===== config.mk =====
export PLATFORM = sky130hd
export DESIGN_NAME = frame_sequencer_flat
export DESIGN_NICKNAME = d
export VERILOG_FILES = /design/src/rtl/filter_pkg.sv /design/src/rtl/frame_sequencer_if.sv /design/src/rtl/out_skid_buf.sv /design/src/rtl/frame_sequencer.sv /design/src/flat_wrapper.sv
export SDC_FILE = /design/constraint.sdc
export NUM_CORES = 1
export LEC_CHECK = 0
export BUFFER_PORTS_ARGS = -buffer_cell sky130_fd_sc_hd__buf_2
export CAP_MARGIN = 20
export CORE_ASPECT_RATIO = 0.8
export CORE_UTILIZATION = 56
export CTS_CLUSTER_DIAMETER = 50
export CTS_CLUSTER_SIZE = 28
export DETAILED_ROUTE_END_ITERATION = 10
export PLACE_DENSITY = 0.88
export SYNTH_ARGS = -nofsm -noshare
export SYNTH_HDL_FRONTEND = slang
export SYNTH_SLANG_ARGS = --single-unit

===== constraint.sdc =====
create_clock -name clk -period 6.76 [get_ports clk]
set_input_delay 0.338 -clock clk [delete_from_list [all_inputs] [get_ports clk]]
set_output_delay 0.338 -clock clk [all_outputs]
set_load 0.01 [all_outputs]

===== src/rtl/filter_pkg.sv =====
// Shared constants and the sequencer state type for the frame sequencer slice.
package filter_pkg;

    localparam int IMG_W  = 256;
    localparam int IMG_H  = 256;
    localparam int PIX_W  = 8;
    localparam int ADDR_W = 16;
    localparam int WDOG_W = 18;

    typedef enum logic [1:0] {
        ST_IDLE   = 2'd0,
        ST_LOAD   = 2'd1,
        ST_FILTER = 2'd2,
        ST_UNLOAD = 2'd3
    } state_e;

endpackage


===== src/rtl/frame_sequencer_if.sv =====
// Pixel load stream and result stream of the frame sequencer.
// Both streams: a beat transfers on a rising clk edge where valid and ready are both 1;
// a source holds valid and its payload stable until that beat, and ready may change freely.
interface frame_sequencer_if;
    import filter_pkg::*;

    logic             in_valid;
    logic             in_ready;
    logic [PIX_W-1:0] in_data;
    logic             out_valid;
    logic             out_ready;
    logic [PIX_W-1:0] out_data;
    logic             out_last;

    modport master (
        output in_valid, in_data, out_ready,
        input  in_ready, out_valid, out_data, out_last
    );

    modport slave (
        input  in_valid, in_data, out_ready,
        output in_ready, out_valid, out_data, out_last
    );
endinterface


===== src/rtl/out_skid_buf.sv =====
// Two-entry registered output buffer; slot0 is always the head presented downstream.
module out_skid_buf #(
    parameter int W = 9
) (
    input  logic         clk,
    input  logic         nres,
    input  logic         in_valid,
    output logic         in_ready,
    input  logic [W-1:0] in_data,
    output logic         out_valid,
    input  logic         out_ready,
    output logic [W-1:0] out_data,
    output logic [1:0]   count
);
    logic [W-1:0] slot0_q, slot0_d;
    logic [W-1:0] slot1_q, slot1_d;
    logic [1:0]   count_q, count_d;
    logic         push, pop;

    assign in_ready  = (count_q != 2'd2);
    assign out_valid = (count_q != 2'd0);
    assign out_data  = slot0_q;
    assign count     = count_q;
    assign push      = in_valid & in_ready;
    assign pop       = out_valid & out_ready;

    always_comb begin
        slot0_d = slot0_q;
        slot1_d = slot1_q;
        count_d = count_q + {1'b0, push} - {1'b0, pop};
        if (pop) begin
            slot0_d = slot1_q;
        end
        // New entry lands behind whatever survives this cycle's pop.
        if (push) begin
            if ((count_q - {1'b0, pop}) == 2'd0) begin
                slot0_d = in_data;
            end else begin
                slot1_d = in_data;
            end
        end
    end

    always_ff @(posedge clk or negedge nres) begin
        if (!nres) begin
            slot0_q <= '0;
            slot1_q <= '0;
            count_q <= 2'd0;
        end else begin
            slot0_q <= slot0_d;
            slot1_q <= slot1_d;
            count_q <= count_d;
        end
    end
endmodule


===== src/rtl/frame_sequencer.sv =====
// Frame sequencer: loads a raster frame into RAM, hands the RAM to a filter
// controller under a watchdog, then streams the filtered frame back out.
module frame_sequencer
    import filter_pkg::*;
#(
    parameter int IMG_W  = filter_pkg::IMG_W,
    parameter int IMG_H  = filter_pkg::IMG_H,
    parameter int WDOG_W = filter_pkg::WDOG_W
) (
    input  logic              clk,
    input  logic              nres,
    input  logic              start,
    frame_sequencer_if.slave  s,
    output logic              filt_start,
    input  logic              filt_done,
    input  logic              filt_rd_en,
    input  logic              filt_wr_en,
    input  logic [ADDR_W-1:0] filt_rd_addr,
    input  logic [ADDR_W-1:0] filt_wr_addr,
    input  logic [PIX_W-1:0]  filt_wr_data,
    output logic              ram_rd_en,
    output logic [ADDR_W-1:0] ram_rd_addr,
    input  logic [PIX_W-1:0]  ram_rd_data,
    output logic              ram_wr_en,
    output logic [ADDR_W-1:0] ram_wr_addr,
    output logic [PIX_W-1:0]  ram_wr_data,
    output logic              busy,
    output logic              frame_done,
    output logic              wdog_err,
    output state_e            state_o
);
    localparam logic [ADDR_W-1:0] LAST_ADDR = ADDR_W'(IMG_W * IMG_H - 1);
    localparam logic [WDOG_W-1:0] WDOG_MAX  = {WDOG_W{1'b1}};

    state_e            state_q, state_d;
    logic [ADDR_W-1:0] cnt_q, cnt_d;
    logic [WDOG_W-1:0] wdog_q, wdog_d;
    logic              err_q, err_d;
    logic              fstart_q, fstart_d;
    logic              fdone_q, fdone_d;
    logic              rd_all_q, rd_all_d;
    logic              rd_valid_q, rd_valid_d;
    logic              rd_last_q, rd_last_d;

    logic              buf_in_ready, buf_valid, buf_pop;
    logic [PIX_W:0]    buf_data;
    logic [1:0]        buf_count;
    logic [2:0]        occ;
    logic              credit_ok;

    out_skid_buf #(.W(PIX_W + 1)) u_out_buf (
        .clk       (clk),
        .nres      (nres),
        .in_valid  (rd_valid_q),
        .in_ready  (buf_in_ready),
        .in_data   ({rd_last_q, ram_rd_data}),
        .out_valid (buf_valid),
        .out_ready (s.out_ready),
        .out_data  (buf_data),
        .count     (buf_count)
    );

    // Occupancy counts the read in flight plus buffered entries left after this cycle's pop,
    // so a drained slot can be refilled at once and streaming holds one pixel per cycle.
    assign buf_pop   = buf_valid & s.out_ready;
    assign occ       = {2'b00, rd_valid_q} + {1'b0, buf_count} - {2'b00, buf_pop};
    assign credit_ok = (occ < 3'd2);

    assign s.out_valid = buf_valid;
    assign s.out_data  = buf_data[PIX_W-1:0];
    assign s.out_last  = buf_valid & buf_data[PIX_W];
    assign filt_start  = fstart_q;
    assign frame_done  = fdone_q;
    assign wdog_err    = err_q;
    assign busy        = (state_q != ST_IDLE);
    assign state_o     = state_q;

    always_comb begin
        state_d     = state_q;
        cnt_d       = cnt_q;
        wdog_d      = wdog_q;
        err_d       = err_q;
        rd_all_d    = rd_all_q;
        fstart_d    = 1'b0;
        fdone_d     = 1'b0;
        rd_valid_d  = 1'b0;
        rd_last_d   = 1'b0;
        s.in_ready  = 1'b0;
        ram_rd_en   = 1'b0;
        ram_rd_addr = '0;
        ram_wr_en   = 1'b0;
        ram_wr_addr = '0;
        ram_wr_data = '0;
        case (state_q)
            ST_IDLE: begin
                if (start) begin
                    state_d = ST_LOAD;
                    cnt_d   = '0;
                    err_d   = 1'b0;
                end
            end
            ST_LOAD: begin
                s.in_ready = 1'b1;
                if (s.in_valid) begin
                    ram_wr_en   = 1'b1;
                    ram_wr_addr = cnt_q;
                    ram_wr_data = s.in_data;
                    if (cnt_q == LAST_ADDR) begin
                        state_d  = ST_FILTER;
                        cnt_d    = '0;
                        wdog_d   = WDOG_W'(1);
                        fstart_d = 1'b1;
                    end else begin
                        cnt_d = cnt_q + 1'b1;
                    end
                end
            end
            ST_FILTER: begin
                ram_rd_en   = filt_rd_en;
                ram_rd_addr = filt_rd_addr;
                ram_wr_en   = filt_wr_en;
                ram_wr_addr = filt_wr_addr;
                ram_wr_data = filt_wr_data;
                // The watchdog holds the number of FILTER cycles spent, current one included.
                if (filt_done) begin
                    state_d  = ST_UNLOAD;
                    cnt_d    = '0;
                    rd_all_d = 1'b0;
                end else if (wdog_q == WDOG_MAX) begin
                    state_d = ST_IDLE;
                    err_d   = 1'b1;
                end else begin
                    wdog_d = wdog_q + 1'b1;
                end
            end
            ST_UNLOAD: begin
                ram_rd_addr = cnt_q;
                if (!rd_all_q && credit_ok && buf_in_ready) begin
                    ram_rd_en  = 1'b1;
                    rd_valid_d = 1'b1;
                    rd_last_d  = (cnt_q == LAST_ADDR);
                    if (cnt_q == LAST_ADDR) begin
                        rd_all_d = 1'b1;
                    end else begin
                        cnt_d = cnt_q + 1'b1;
                    end
                end
                if (buf_pop && buf_data[PIX_W]) begin
                    state_d = ST_IDLE;
                    cnt_d   = '0;
                    fdone_d = 1'b1;
                end
            end
            default: state_d = ST_IDLE;
        endcase
    end

    always_ff @(posedge clk or negedge nres) begin
        if (!nres) begin
            state_q    <= ST_IDLE;
            cnt_q      <= '0;
            wdog_q     <= '0;
            err_q      <= 1'b0;
            fstart_q   <= 1'b0;
            fdone_q    <= 1'b0;
            rd_all_q   <= 1'b0;
            rd_valid_q <= 1'b0;
            rd_last_q  <= 1'b0;
        end else begin
            state_q    <= state_d;
            cnt_q      <= cnt_d;
            wdog_q     <= wdog_d;
            err_q      <= err_d;
            fstart_q   <= fstart_d;
            fdone_q    <= fdone_d;
            rd_all_q   <= rd_all_d;
            rd_valid_q <= rd_valid_d;
            rd_last_q  <= rd_last_d;
        end
    end
endmodule


===== src/flat_wrapper.sv =====
// flat-port wrapper written by rule: the top's interface ports become plain ports
module frame_sequencer_flat import filter_pkg::*;
#(
    parameter int IMG_W  = filter_pkg::IMG_W,
    parameter int IMG_H  = filter_pkg::IMG_H,
    parameter int WDOG_W = filter_pkg::WDOG_W
)
  (clk, nres, start, filt_start, filt_done, filt_rd_en, filt_wr_en, filt_rd_addr, filt_wr_addr, filt_wr_data, ram_rd_en, ram_rd_addr, ram_rd_data, ram_wr_en, ram_wr_addr, ram_wr_data, busy, frame_done, wdog_err, state_o, s_in_valid, s_in_data, s_out_ready, s_in_ready, s_out_valid, s_out_data, s_out_last);
  frame_sequencer_if s_i ();
  input  logic clk;
  input  logic nres;
  input  logic start;
  output logic filt_start;
  input  logic filt_done;
  input  logic filt_rd_en;
  input  logic filt_wr_en;
  input  logic [ADDR_W-1:0] filt_rd_addr;
  input  logic [ADDR_W-1:0] filt_wr_addr;
  input  logic [PIX_W-1:0] filt_wr_data;
  output logic ram_rd_en;
  output logic [ADDR_W-1:0] ram_rd_addr;
  input  logic [PIX_W-1:0] ram_rd_data;
  output logic ram_wr_en;
  output logic [ADDR_W-1:0] ram_wr_addr;
  output logic [PIX_W-1:0] ram_wr_data;
  output logic busy;
  output logic frame_done;
  output logic wdog_err;
  output state_e state_o;
  input wire logic [$bits(s_i.in_valid)-1:0] s_in_valid;
  input wire logic [$bits(s_i.in_data)-1:0] s_in_data;
  input wire logic [$bits(s_i.out_ready)-1:0] s_out_ready;
  output wire logic [$bits(s_i.in_ready)-1:0] s_in_ready;
  output wire logic [$bits(s_i.out_valid)-1:0] s_out_valid;
  output wire logic [$bits(s_i.out_data)-1:0] s_out_data;
  output wire logic [$bits(s_i.out_last)-1:0] s_out_last;
  assign s_i.in_valid = s_in_valid;
  assign s_i.in_data = s_in_data;
  assign s_i.out_ready = s_out_ready;
  assign s_in_ready = s_i.in_ready;
  assign s_out_valid = s_i.out_valid;
  assign s_out_data = s_i.out_data;
  assign s_out_last = s_i.out_last;
  frame_sequencer #(.IMG_W(IMG_W), .IMG_H(IMG_H), .WDOG_W(WDOG_W)) u_core (.clk(clk), .nres(nres), .start(start), .s(s_i), .filt_start(filt_start), .filt_done(filt_done), .filt_rd_en(filt_rd_en), .filt_wr_en(filt_wr_en), .filt_rd_addr(filt_rd_addr), .filt_wr_addr(filt_wr_addr), .filt_wr_data(filt_wr_data), .ram_rd_en(ram_rd_en), .ram_rd_addr(ram_rd_addr), .ram_rd_data(ram_rd_data), .ram_wr_en(ram_wr_en), .ram_wr_addr(ram_wr_addr), .ram_wr_data(ram_wr_data), .busy(busy), .frame_done(frame_done), .wdog_err(wdog_err), .state_o(state_o));
endmodule

==> run_results.csv <==
group,metric,value,unit
die,die_h,78.2,µm
yosys,yosys_warnings,0,
yosys,ys_dominant_reg_cell,"dfrtp_1",
yosys,ys_seq_area_frac,0.382,
die,initial_core_util,0.584,
critical_path,crit_type,"flip-flop to flip-flop",
placed_design,io_buffers,122,
routing,drtAntennaViolNets,0,
sta,worst_pin_slew,0.933,ns
yosys,netlist.area_leader.share,0.382,
power_and_ir_drop,power_frac_clock,0.188,
power_and_ir_drop,power_frac_comb,0.495,
clocking,post_cts_buffers,0,
critical_path,crit_fanout,20,
placed_design,dp_hpwl,7460,µm
clocking,clock_sinks,62,
final_layout,fillCellCount,559,
final_layout,final_cell_mix,"122 x buf_2, 62 x dfrtp_1, 39 x nand2_1, 32 x o21ai_0, 28 x nor2b_1",
yosys,synth_top_area_cell,"dfrtp_1",
global_route,first_global_vias,3743,
clocking,cts_resized,0,
global_route,gr-total-overflow,0,
sta,slew_headroom,0.378,
routing,first_iter_violations,314,
clocking,numCtsBuffers,9,
routing,num_vias,4068,
critical_path,crit_arrival,3.41,ns
sta,layout_min_cycle_time,3.17,ns
global_route,grt_pass1_wl,17800,µm
critical_path,worst_path_largest_cell_delay,0.70,ns
routing,wl_met3,971,µm
routing,wl_met2,5190,µm
critical_path,critPathLaunch,"u_core.wdog_q[0]",
sta,period_share,0.469,
power_and_ir_drop,power_frac_seq,0.317,
clocking,hold_buffers,0,
final_layout,post-route-util,0.693,
yosys,synth_cell_types,59,
routing,drcViolationCount,0,
global_route,grt_max_degree,63,
routing,vias_per_cell,6.33,
die,num_rows,27,
sta,setup_tns,0,ns
final_layout,layout_commonest_cell,"buf_2",
power_and_ir_drop,power.density,371,nW/µm²
sta,timing.final.ws_setup,3.59,ns
clocking,clk_pin_slew_worst_paths,0.08,ns
power_and_ir_drop,power.internal,986,µW
yosys,synth_edf_count,0,
sta,finClkSkew,0.00964,ns
critical_path,cp_slowest_cell,"nor4_2",
routing,wire_per_inst,17.0,µm
routing,drt-total-wl,10900,µm
critical_path,timing.rr.start,"u_core.wdog_q[0]",
yosys,synth_area,4060,µm²
die,dieArea,7600,µm²
clocking,insertion_delay,0.36,ns
clocking,cts_root_buffer,"clkbuf_8",
routing,highest_layer,"met4",
power_and_ir_drop,p_sw,804,µW
power_and_ir_drop,ir_drop,192,µV
routing,wl_met1,4590,µm
job,cap_violations,0,
sta,fmax,316,MHz
global_route,antenna_found_initial,0,
placed_design,place_inst,626,
sta,hold_violations,0,
clocking,clockBufferDepth,2,
final_layout,diodes,0,
placed_design,gp_congestion,0.889,
global_route,grt_use_total,0.295,
yosys,syn_avg_cell_area,8.91,µm²
sta,rsz0062_at_grt,"false",
critical_path,crit_path_start_kind,"flip-flop",
power_and_ir_drop,leakage,2.19,nW
status,status,"finished, final reports clean",
final_layout,finalNetCount,623,
placed_design,post-place-ws,3.22,ns
die,fp.dieW,97.2,µm
yosys,synth_nets,528,
yosys,async_flop_share,1.00,
final_layout,drive_gt1_frac,0.299,
clocking,cts_htree_levels,3,
power_and_ir_drop,switching_share,0.449,
final_layout,syn_to_final_growth,18.6,%
critical_path,end_kind,"flip-flop",
routing,first_pass_iters,5,
yosys,ys_seq_elements,62,
sta,setup_viol,0,
yosys,netlist_instances,456,
critical_path,crit_chain,"ha_1, nand3_1, nor4_2, a31o_2, nand2b_1, mux2_2",
yosys,synth_area_leaders,"dfrtp_1 38%, a22oi_1 4.6%, nor2b_1 4.3%",
final_layout,instances_no_fill,643,
critical_path,worstPathRequired,7.00,ns
sta,maxSlewViolCount,0,
clocking,cts_tree,"done",
die,num_io_pins,123,
die,coreArea,6960,µm²
min_path,hold_class,"primary input to async pin",
## stage by stage
stage	power (mW)	hold WS, ns	area, µm²
finish	1.79	0.138	4820
global route	1.91	0.194	4820
global placement	1.40	0.472	4610
floorplan	1.22	0.0424	4060
detailed placement	1.45	0.474	4610
CTS	1.78	0.158	4810
## layout make-up
type / instances / area (µm²) / share of cell area
Clock buffer: 9 / 124 / 0.0257
Clock inverter: 7 / 81.3 / 0.0169
Inverter: 11 / 41.3 / 0.00856
Multi-Input combinational cell: 339 / 2260 / 0.468
Sequential cell: 62 / 1550 / 0.322
Tap cell: 87 / 109 / 0.0226
Timing Repair Buffer: 128 / 656 / 0.136
## worst paths after layout
path	to	slack, ns	cells after the start
min in group clk	u_core.u_out_buf.out_data[4]	0.19	3
max	u_core.wdog_q[0]	3.59	6
max reg2reg	u_core.wdog_q[0]	3.59	6
max in group asynchronous	u_core.wdog_q[3]	6.10	2
min reg2reg	u_core.u_out_buf.out_data[8]	0.49	2
min	u_core.u_out_buf.out_data[5]	0.14	2
## state kept, by name, indices dropped and copies added (netlist names)
register,count
u_core.rd_all_q,1
u_core.rd_valid_q,1
u_core.wdog_err,1
u_core.wdog_q,18
u_core.filt_start,1
u_core.u_out_buf.slot1_q,9
u_core.cnt_q,16
u_core.frame_done,1
u_core.u_out_buf.out_data,9
u_core.state_o,2
u_core.rd_last_q,1
u_core.u_out_buf.count,2
## metal layers
metal | up-vias | GRT usage
li1 | 1891 | -
met1 | 1924 | 0.378
met2 | 223 | 0.489
met3 | 30 | 0.0766
met4 | 0 | 0.0971
met5 | - | 0
## power groups by stage
stage | clock network, mW | registers [mW] | logic, mW
floorplan | 0 | 0.536 | 0.686
global placement | 0 | 0.563 | 0.837
detailed placement | 0 | 0.571 | 0.875
CTS | 0.342 | 0.565 | 0.877
global route | 0.358 | 0.583 | 0.968
finish | 0.337 | 0.568 | 0.886
## Yosys cell counts, types with 2 or more instances
master,instances
dfrtp_1,62
nand2_1,39
o21ai_0,32
nor2b_1,28
a22oi_1,25
nor2_1,23
clkbuf_1,21
nand3_1,21
a22o_1,18
a31oi_1,10
inv_1,10
mux2_2,10
mux2i_1,10
o211ai_1,10
nand4_1,9
buf_2,8
buf_4,8
or3_1,8
a21oi_1,7
a41oi_1,7
ha_1,7
o31ai_1,7
and3_1,5
buf_1,5
nand2b_1,5
nand4b_1,4
nor3_1,4
nor4_1,4
o21ai_1,4
a211o_1,3
a21o_1,3
and2_1,3
o41ai_1,3
or2_2,3
a32oi_1,2
buf_6,2
o221ai_1,2
o311ai_0,2
or4_1,2
## cells by family (layout without fill, tap and decap cells)
logic type | Yosys count | in the layout | synth area share
xor gates and xnor gates | 2 | 2 | 0.00431
DFF | 62 | 62 | 0.382
and+or+nand+nor | 165 | 165 | 0.218
adders and majority gates | 8 | 8 | 0.0265
muxes | 20 | 20 | 0.0523
AOI/OAI and AO/OA | 144 | 144 | 0.253
buffers and inverters | 55 | 155 | 0.0643
## critical path: cells and delay by family, from the launching register on
kind	cells	cell delay (ns)
compound gates	1	0.52
fa+ha+maj	1	0.21
simple gates	3	1.50
flops	1	0.41
mux	1	0.40
Note: power is estimated with default switching activity, not from simulation.
